$ cat src/rtl/mlp_weight_update_if.sv
// Handshake, error/pixel inputs and weight read-back port of mlp_weight_update.
interface mlp_weight_update_if #(
  parameter int W    = 8,
  parameter int N_IN = 25
);
  localparam int AW = $clog2(N_IN + 1);

  logic                 start;
  logic signed [W-1:0]  err_in;
  logic [N_IN-1:0]      x_in;
  logic                 busy;
  logic                 done;
  logic [AW-1:0]        w_rd_addr;
  logic signed [W-1:0]  w_rd_data;
  logic [15:0]          upd_count;

  modport master (
    output start, err_in, x_in, w_rd_addr,
    input  busy, done, w_rd_data, upd_count
  );

  modport slave (
    input  start, err_in, x_in, w_rd_addr,
    output busy, done, w_rd_data, upd_count
  );
endinterface

$ cat src/rtl/mlp_weight_update.sv
// Single-layer perceptron weight update: w[i] += (err >>> LR_SHIFT) for set pixels, plus bias.
// Optional macro MLP_UPD_SAT_EN: saturate weight sums instead of wrapping.
module mlp_weight_update #(
  parameter int W        = 8,
  parameter int FRAC     = 6,
  parameter int N_IN     = 25,
  parameter int LR_SHIFT = 2
) (
  input  logic                clk,
  input  logic                rst_n,
  mlp_weight_update_if.slave  bus
);
  localparam int AW = $clog2(N_IN + 1);

  if (FRAC < 0 || FRAC >= W) begin : g_frac_check
    $error("FRAC must lie in [0, W-1]");
  end

  typedef enum logic [1:0] {IDLE, UPD, BIAS, DONE} state_t;

  state_t               state, state_nxt;
  logic [AW-1:0]        idx;
  logic signed [W-1:0]  err_lat;
  logic [N_IN-1:0]      x_lat;
  logic signed [W-1:0]  w [0:N_IN];
  logic signed [W-1:0]  delta;
  logic [AW-1:0]        wr_addr;
  logic                 wr_en;
  logic signed [W:0]    sum;
  logic signed [W-1:0]  sum_fit;
  logic                 done_q;
  logic [15:0]          cnt;
  logic signed [W-1:0]  rd_q;

  assign delta = err_lat >>> LR_SHIFT;

  always_ff @(posedge clk) begin
    if (!rst_n) state <= IDLE;
    else        state <= state_nxt;
  end

  always_comb begin
    state_nxt = state;
    case (state)
      IDLE: if (bus.start) state_nxt = (bus.err_in != '0) ? UPD : DONE;
      UPD:  if (idx == AW'(N_IN - 1)) state_nxt = BIAS;
      BIAS: state_nxt = DONE;
      DONE: state_nxt = IDLE;
      default: state_nxt = IDLE;
    endcase
  end

  // One shared adder: pixel weight during UPD, bias weight during BIAS.
  always_comb begin
    wr_addr = (state == BIAS) ? AW'(N_IN) : idx;
    wr_en   = ((state == UPD) && x_lat[idx]) || (state == BIAS);
    sum     = {w[wr_addr][W-1], w[wr_addr]} + {delta[W-1], delta};
`ifdef MLP_UPD_SAT_EN
    if (sum[W] != sum[W-1])
      sum_fit = sum[W] ? {1'b1, {(W-1){1'b0}}} : {1'b0, {(W-1){1'b1}}};
    else
      sum_fit = sum[W-1:0];
`else
    sum_fit = sum[W-1:0];
`endif
  end

  always_ff @(posedge clk) begin
    if (!rst_n) begin
      for (int unsigned i = 0; i <= unsigned'(N_IN); i++) w[i] <= '0;
      idx     <= '0;
      err_lat <= '0;
      x_lat   <= '0;
      done_q  <= 1'b0;
      cnt     <= '0;
      rd_q    <= '0;
    end else begin
      // done trails the DONE state by one edge, so the pulse lands in IDLE.
      done_q <= (state == DONE);
      // Nonblocking read yields the pre-write value on a same-edge hit.
      rd_q   <= (bus.w_rd_addr <= AW'(N_IN)) ? w[bus.w_rd_addr] : '0;
      if (wr_en) w[wr_addr] <= sum_fit;
      case (state)
        IDLE: if (bus.start) begin
          err_lat <= bus.err_in;
          x_lat   <= bus.x_in;
          idx     <= '0;
          if (bus.err_in != '0 && cnt != 16'hFFFF) cnt <= cnt + 16'd1;
        end
        UPD: idx <= (idx == AW'(N_IN - 1)) ? '0 : idx + AW'(1);
        default: ;
      endcase
    end
  end

  assign bus.busy      = (state != IDLE);
  assign bus.done      = done_q;
  assign bus.w_rd_data = rd_q;
  assign bus.upd_count = cnt;
endmodule
$ cat src/flat_wrapper.sv
// flat-port wrapper written by rule: the top's interface ports become plain ports
module mlp_weight_update_flat 
#(
  parameter int W        = 8,
  parameter int FRAC     = 6,
  parameter int N_IN     = 25,
  parameter int LR_SHIFT = 2
)
  (clk, rst_n, bus_start, bus_err_in, bus_x_in, bus_w_rd_addr, bus_busy, bus_done, bus_w_rd_data, bus_upd_count);
  mlp_weight_update_if #(.W(W), .N_IN(N_IN)) bus_i ();
  input  logic clk;
  input  logic rst_n;
  input wire logic [$bits(bus_i.start)-1:0] bus_start;
  input wire logic [$bits(bus_i.err_in)-1:0] bus_err_in;
  input wire logic [$bits(bus_i.x_in)-1:0] bus_x_in;
  input wire logic [$bits(bus_i.w_rd_addr)-1:0] bus_w_rd_addr;
  output wire logic [$bits(bus_i.busy)-1:0] bus_busy;
  output wire logic [$bits(bus_i.done)-1:0] bus_done;
  output wire logic [$bits(bus_i.w_rd_data)-1:0] bus_w_rd_data;
  output wire logic [$bits(bus_i.upd_count)-1:0] bus_upd_count;
  assign bus_i.start = bus_start;
  assign bus_i.err_in = bus_err_in;
  assign bus_i.x_in = bus_x_in;
  assign bus_i.w_rd_addr = bus_w_rd_addr;
  assign bus_busy = bus_i.busy;
  assign bus_done = bus_i.done;
  assign bus_w_rd_data = bus_i.w_rd_data;
  assign bus_upd_count = bus_i.upd_count;
  mlp_weight_update #(.W(W), .FRAC(FRAC), .N_IN(N_IN), .LR_SHIFT(LR_SHIFT)) u_core (.clk(clk), .rst_n(rst_n), .bus(bus_i));
endmodule
$ cat config.mk
export PLATFORM = sky130hd
export DESIGN_NAME = mlp_weight_update_flat
export DESIGN_NICKNAME = d
export VERILOG_FILES = /design/src/rtl/mlp_weight_update_if.sv /design/src/rtl/mlp_weight_update.sv /design/src/flat_wrapper.sv
export SDC_FILE = /design/constraint.sdc
export NUM_CORES = 1
export LEC_CHECK = 0
export CORE_ASPECT_RATIO = 1.2
export CORE_MARGIN = 3
export CORE_UTILIZATION = 60
export CTS_CLUSTER_SIZE = 16
export DETAILED_ROUTE_END_ITERATION = 8
export GPL_TIMING_DRIVEN = 0
export PLACE_DENSITY = 0.79
export SYNTH_ARGS = -nofsm -noshare
export SYNTH_HDL_FRONTEND = slang
export SYNTH_SLANG_ARGS = --single-unit
$ cat constraint.sdc
create_clock -name clk -period 4.8 [get_ports clk]
set_input_delay 0.96 -clock clk [delete_from_list [all_inputs] [get_ports clk]]
set_output_delay 0.96 -clock clk [all_outputs]
set_load 0.01 [all_outputs]
==> impl_summary.md <==
Layout
The finished layout holds between 1500 and 2000 standard cells, fillers aside. For this run, the share of the core covered by cells in the final layout is 71.65%. The final layout contains 1596 nets. The total non-filler cell area in the finished layout is around 0.018 mm². The filler cell count in the final layout is 1832. Compared with the post-synthesis result, the final layout area differs by 16.50%.

The fraction of layout cells with a size suffix above 1 is 15.65%.

Clock tree
The total CTS buffers is 31. The sink count of the clock tree is 319. No sink is reached through more buffers than the 3 on the longest clock path. After clock tree synthesis, the clock-pin slew on the worst setup and hold paths is about 0.060 ns. Hold repair after CTS inserted 0 buffers. The CTS tree is done. The clock latency reported for the late side of the worst-skew pair is approximately 0.60 ns. The root buffer cell chosen for the clock tree is clkbuf_16. The H-tree level count is 1.

Power
The part of the power in registers is between 30% and 40%. The total power density per cell area is between 500 and 600 mW/mm². In this run the power spent charging and discharging nets is approximately 3600 µW. The leakage dissipation is roughly 0.0063 µW. Internal power comes to between 6000 and 7000 µW. In this run switching power makes up 37.40% of total power. The design draws slightly below 10000 µW.

Across the VDD grid, the largest voltage drop is 511.2 µV. The share of total power dissipated in combinational logic is 35.8%. The clock network power share is 25.1%.

Placed design
Routability-driven placement finished with a final weighted congestion of approximately 1.0. The placed cell count is around 1800. Once detailed placement completed, the half-perimeter wirelength came to between 30 and 40 mm. The number of port buffers is between 60 and 70. In this run the cell area measured after placement is between 0.015 and 0.02 mm².

Worst hold path
The kind of path behind the tightest hold check is flip-flop to flip-flop. The worst hold path begins at u_core.x_lat[6].

Setup path
The startpoint of the most critical setup path is u_core.idx[2]. The critical path start-end classification is flip-flop to flip-flop. The worst-path maximum fanout is 10. STA classifies the critical path startpoint as a flip-flop. STA classifies the critical path endpoint as a flip-flop. At the worst endpoint, the required time is 5.11 ns. The startpoint identified for the worst register-to-register timing path is u_core.idx[2]. The arrival time reported for the critical path endpoint is ~5.2 ns.

Synthesis
Summing the areas of all xor and xnor instances in the mapped netlist gives around 1.4% of the synthesized area. The top-area cell type share of the netlist area is about half. The post-synthesis instance area is between 0.015 and 0.02 mm². The compound-gate portion of the synthesized area is 11.90%.

A synthesized cell averages ~11 µm². The largest area contributor in the netlist is edfxtp_1. The post-synthesis share of cell area spent on full adders, half adders and majority gates is under 10%. By area, the combinational part of the netlist is dominated by simple AND/OR/NAND/NOR gates.

By area the synthesized netlist is led by edfxtp_1 49%, mux4_2 8.8%, dfxtp_1 8.0%. After synthesis, the share of flip-flops with an asynchronous set or reset is 0%. After synthesis, the most frequently instantiated cells are 256 x edfxtp_1, 245 x nor2_1, 138 x nand2_1. Summing the areas of all and, or, nand and nor instances in the mapped netlist gives approximately an eighth of the synthesized area.

The sequential share of the synthesized area is between 50% and 60%. Yosys printed 0 warnings. Synthesis handed over a netlist of roughly 1400 instances. Yosys mapped the design onto 62 distinct sky130hd cell types.

After synthesis, the share of cell area in mux cells is between 10% and 20%. edfxtp_1 is the most common cell in the netlist. After synthesis the netlist holds a flip-flop and latch count of between 300 and 400.

The dominant register cell in the synthesized netlist is edfxtp_1. The number of flops mapped to enable cells by yosys is about 260.

STA
At the pin with the least slew margin, the transition time is between 1 and 1.5 ns. The number of endpoints failing setup at the final stage is 22. Derived from the worst setup path, the maximum achievable clock frequency is 206.3 MHz. The max-slew headroom at the worst pin is under 10%.

Subtracting the final worst setup slack from the clock period gives 4.848 ns. In the final timing run, aggregate negative setup slack is -0.5968 ns. The hold violation count in the final report came to 0. The post-route clock period utilization is 101.0%. The setup slack of the critical path after layout is -0.04813 ns.

The clock arrives with between 0.02 and 0.03 ns of skew. The final-report max-slew violation count is 0.

Floorplan
The vertical die dimension is approximately 180 µm. The initial utilization of the core area, before any placement, comes to between 60 and 70%. The horizontal die dimension is between 150 and 200 µm. The area of the die is 0.02834 mm². The floorplan step defined a core boundary enclosing 0.02570 mm². In this run the core area contains 64 standard-cell rows.

In this run the count of I/O pins placed on the die edge is 67.

Detailed routing
The met3 wirelength from detailed routing is ~7.5 mm. The detailed router put a total of between 15 and 20 mm of wire on met1. After detailed routing, no signal wire sits above met4.

The sum of routed wire length over all layers is ~53 mm. In the final routed layout, each cell accounts on average for approximately 28 µm. The amount of wire on met2 after detailed routing is between 20 and 25 mm. The detailed-routing iteration count for the pre-antenna-repair pass is 6. The number of vias per cell is between 7 and 8. The initial DRC count is 2230.

The detailed-route via count is 13350. The post-detailed-route DRC marker count is 0. The count of nets left with antenna violations once routing finished came out at 0.

Global route
The number of antenna violations at the first check in global routing is 2. The overall routing resource usage is 36.98%. The pin count of the biggest net entering global routing is 20. The first global-routing pass estimated roughly 80 mm of wire.

The via count of the first global-routing pass came to between 10000 and 15000. Summed over all layers, the global routing overflow is 0.

Status
The run finished, with violations left. The checks that failed: negative setup slack.

Run
The reported max-cap violation count is 0.
power groups by stage:
| stage | Sequential [µW] | Clock (µW) | Combinational [µW] |
|---|---|---|---|
| 2_1_floorplan | 3740 | 0 | 1870 |
| 3_3_place_gp | 3810 | 0 | 2910 |
| 3_5_place_dp | 3830 | 0 | 2990 |
| 4_1_cts | 3770 | 2420 | 3170 |
| 5_1_grt | 3810 | 2540 | 3550 |
| 6_report | 3780 | 2430 | 3460 |
registers in the layout, indices dropped and copies added, names as in the netlist:
| name | count |
|---|---|
| u_core.bus.done | 1 |
| u_core.bus.w_rd_data | 8 |
| u_core.w | 256 |
| u_core.x_lat | 25 |
| u_core.err_lat | 6 |
| u_core.bus.upd_count | 16 |
| u_core.state | 2 |
| u_core.idx | 5 |
routing by layer:
metal,track usage [%],vias up
met4,24.95,0
li1,-,5471
met5,0,-
met3,9.230,320
met2,59.81,1274
met1,43.93,6281
layout make-up:
type,instances,area (µm²),area share [%]
sequential,319,8949,48.59
tap,330,412.9,2.242
clock inverter,19,163.9,0.8899
timing repair buffer,82,773.2,4.198
antenna,1,2.502,0.01359
clock buffer,39,837.1,4.545
buffer,93,566.8,3.077
multi-input combinational,1001,6668,36.20
inverter,12,45.04,0.2446
logic make-up (layout without fill, tap and decap cells):
| logic type | after synthesis | count (layout) |
|---|---|---|
| XOR/XNOR | 25 | 25 |
| flip-flops | 319 | 319 |
| adder cells (fa/ha/maj) | 15 | 15 |
| AO/OA/AOI/OAI | 314 | 314 |
| buffers and inverters | 109 | 245 |
| other | 1 | 49 |
| AND/OR/NAND/NOR | 482 | 482 |
| multiplexers | 117 | 117 |
metrics by stage:
step / setup slack, ns / hold slack, ns
2_1_floorplan: 0.3718 / 0.4316
3_3_place_gp: -2.273 / 0.4420
3_5_place_dp: -1.724 / 0.4468
4_1_cts: 0.01826 / 0.4555
5_1_grt: -0.09677 / 0.4691
6_report: -0.04813 / 0.4554
cell usage in the layout, fill, tap and decap left out, drive strengths merged, types with 3 or more instances in the layout:
cell	count
a22oi	7
xor2	13
o31ai	4
ha	14
o21ai	84
mux2i	45
and3	4
dfxtp	63
xnor2	12
nand3	10
and2	7
or2	5
a21oi	75
nand2b	5
nor2b	3
mux4	62
inv	15
a21o	5
clkbuf	93
mux2	10
clkdlybuf4s50	61
o221ai	19
a211oi	4
nand4	11
nor4	7
or3b	4
buf	60
o22ai	100
conb	48
nor2	255
edfxtp	256
clkinv	13
nand2	143
nor3	21
worst max-delay path: stages, from the launching register on:
cell and delay, ns:
dfxtp_1 0.34, buf_2 0.23, clkbuf_1 0.56, and3_1 0.26, clkbuf_1 0.59, o21ai_0 0.40
nand4_1 0.23, nor3_2 0.10, ha_1 0.36, a21oi_2 0.10, o21ai_2 0.26, o31ai_2 0.10
buf_4 0.16, buf_4 0.13, nor2b_1 0.14, mux2i_4 0.35, buf_8 0.22, nor2_2 0.05
worst paths after layout:
path,to,slack (ns),depth (start not counted)
max,u_core.w[6][7],-0.05,17
min,u_core.x_lat[6],0.46,2
min reg2reg,u_core.x_lat[6],0.46,2
max reg2reg,u_core.w[6][7],-0.05,17
repair_timing:
action,4_1_cts,5_1_grt
setup buffers,5,1
endpoints found under the setup margin,218,98
pin swaps,2,5
resized for setup,52,37
Note: power is estimated with default switching activity, not from simulation.
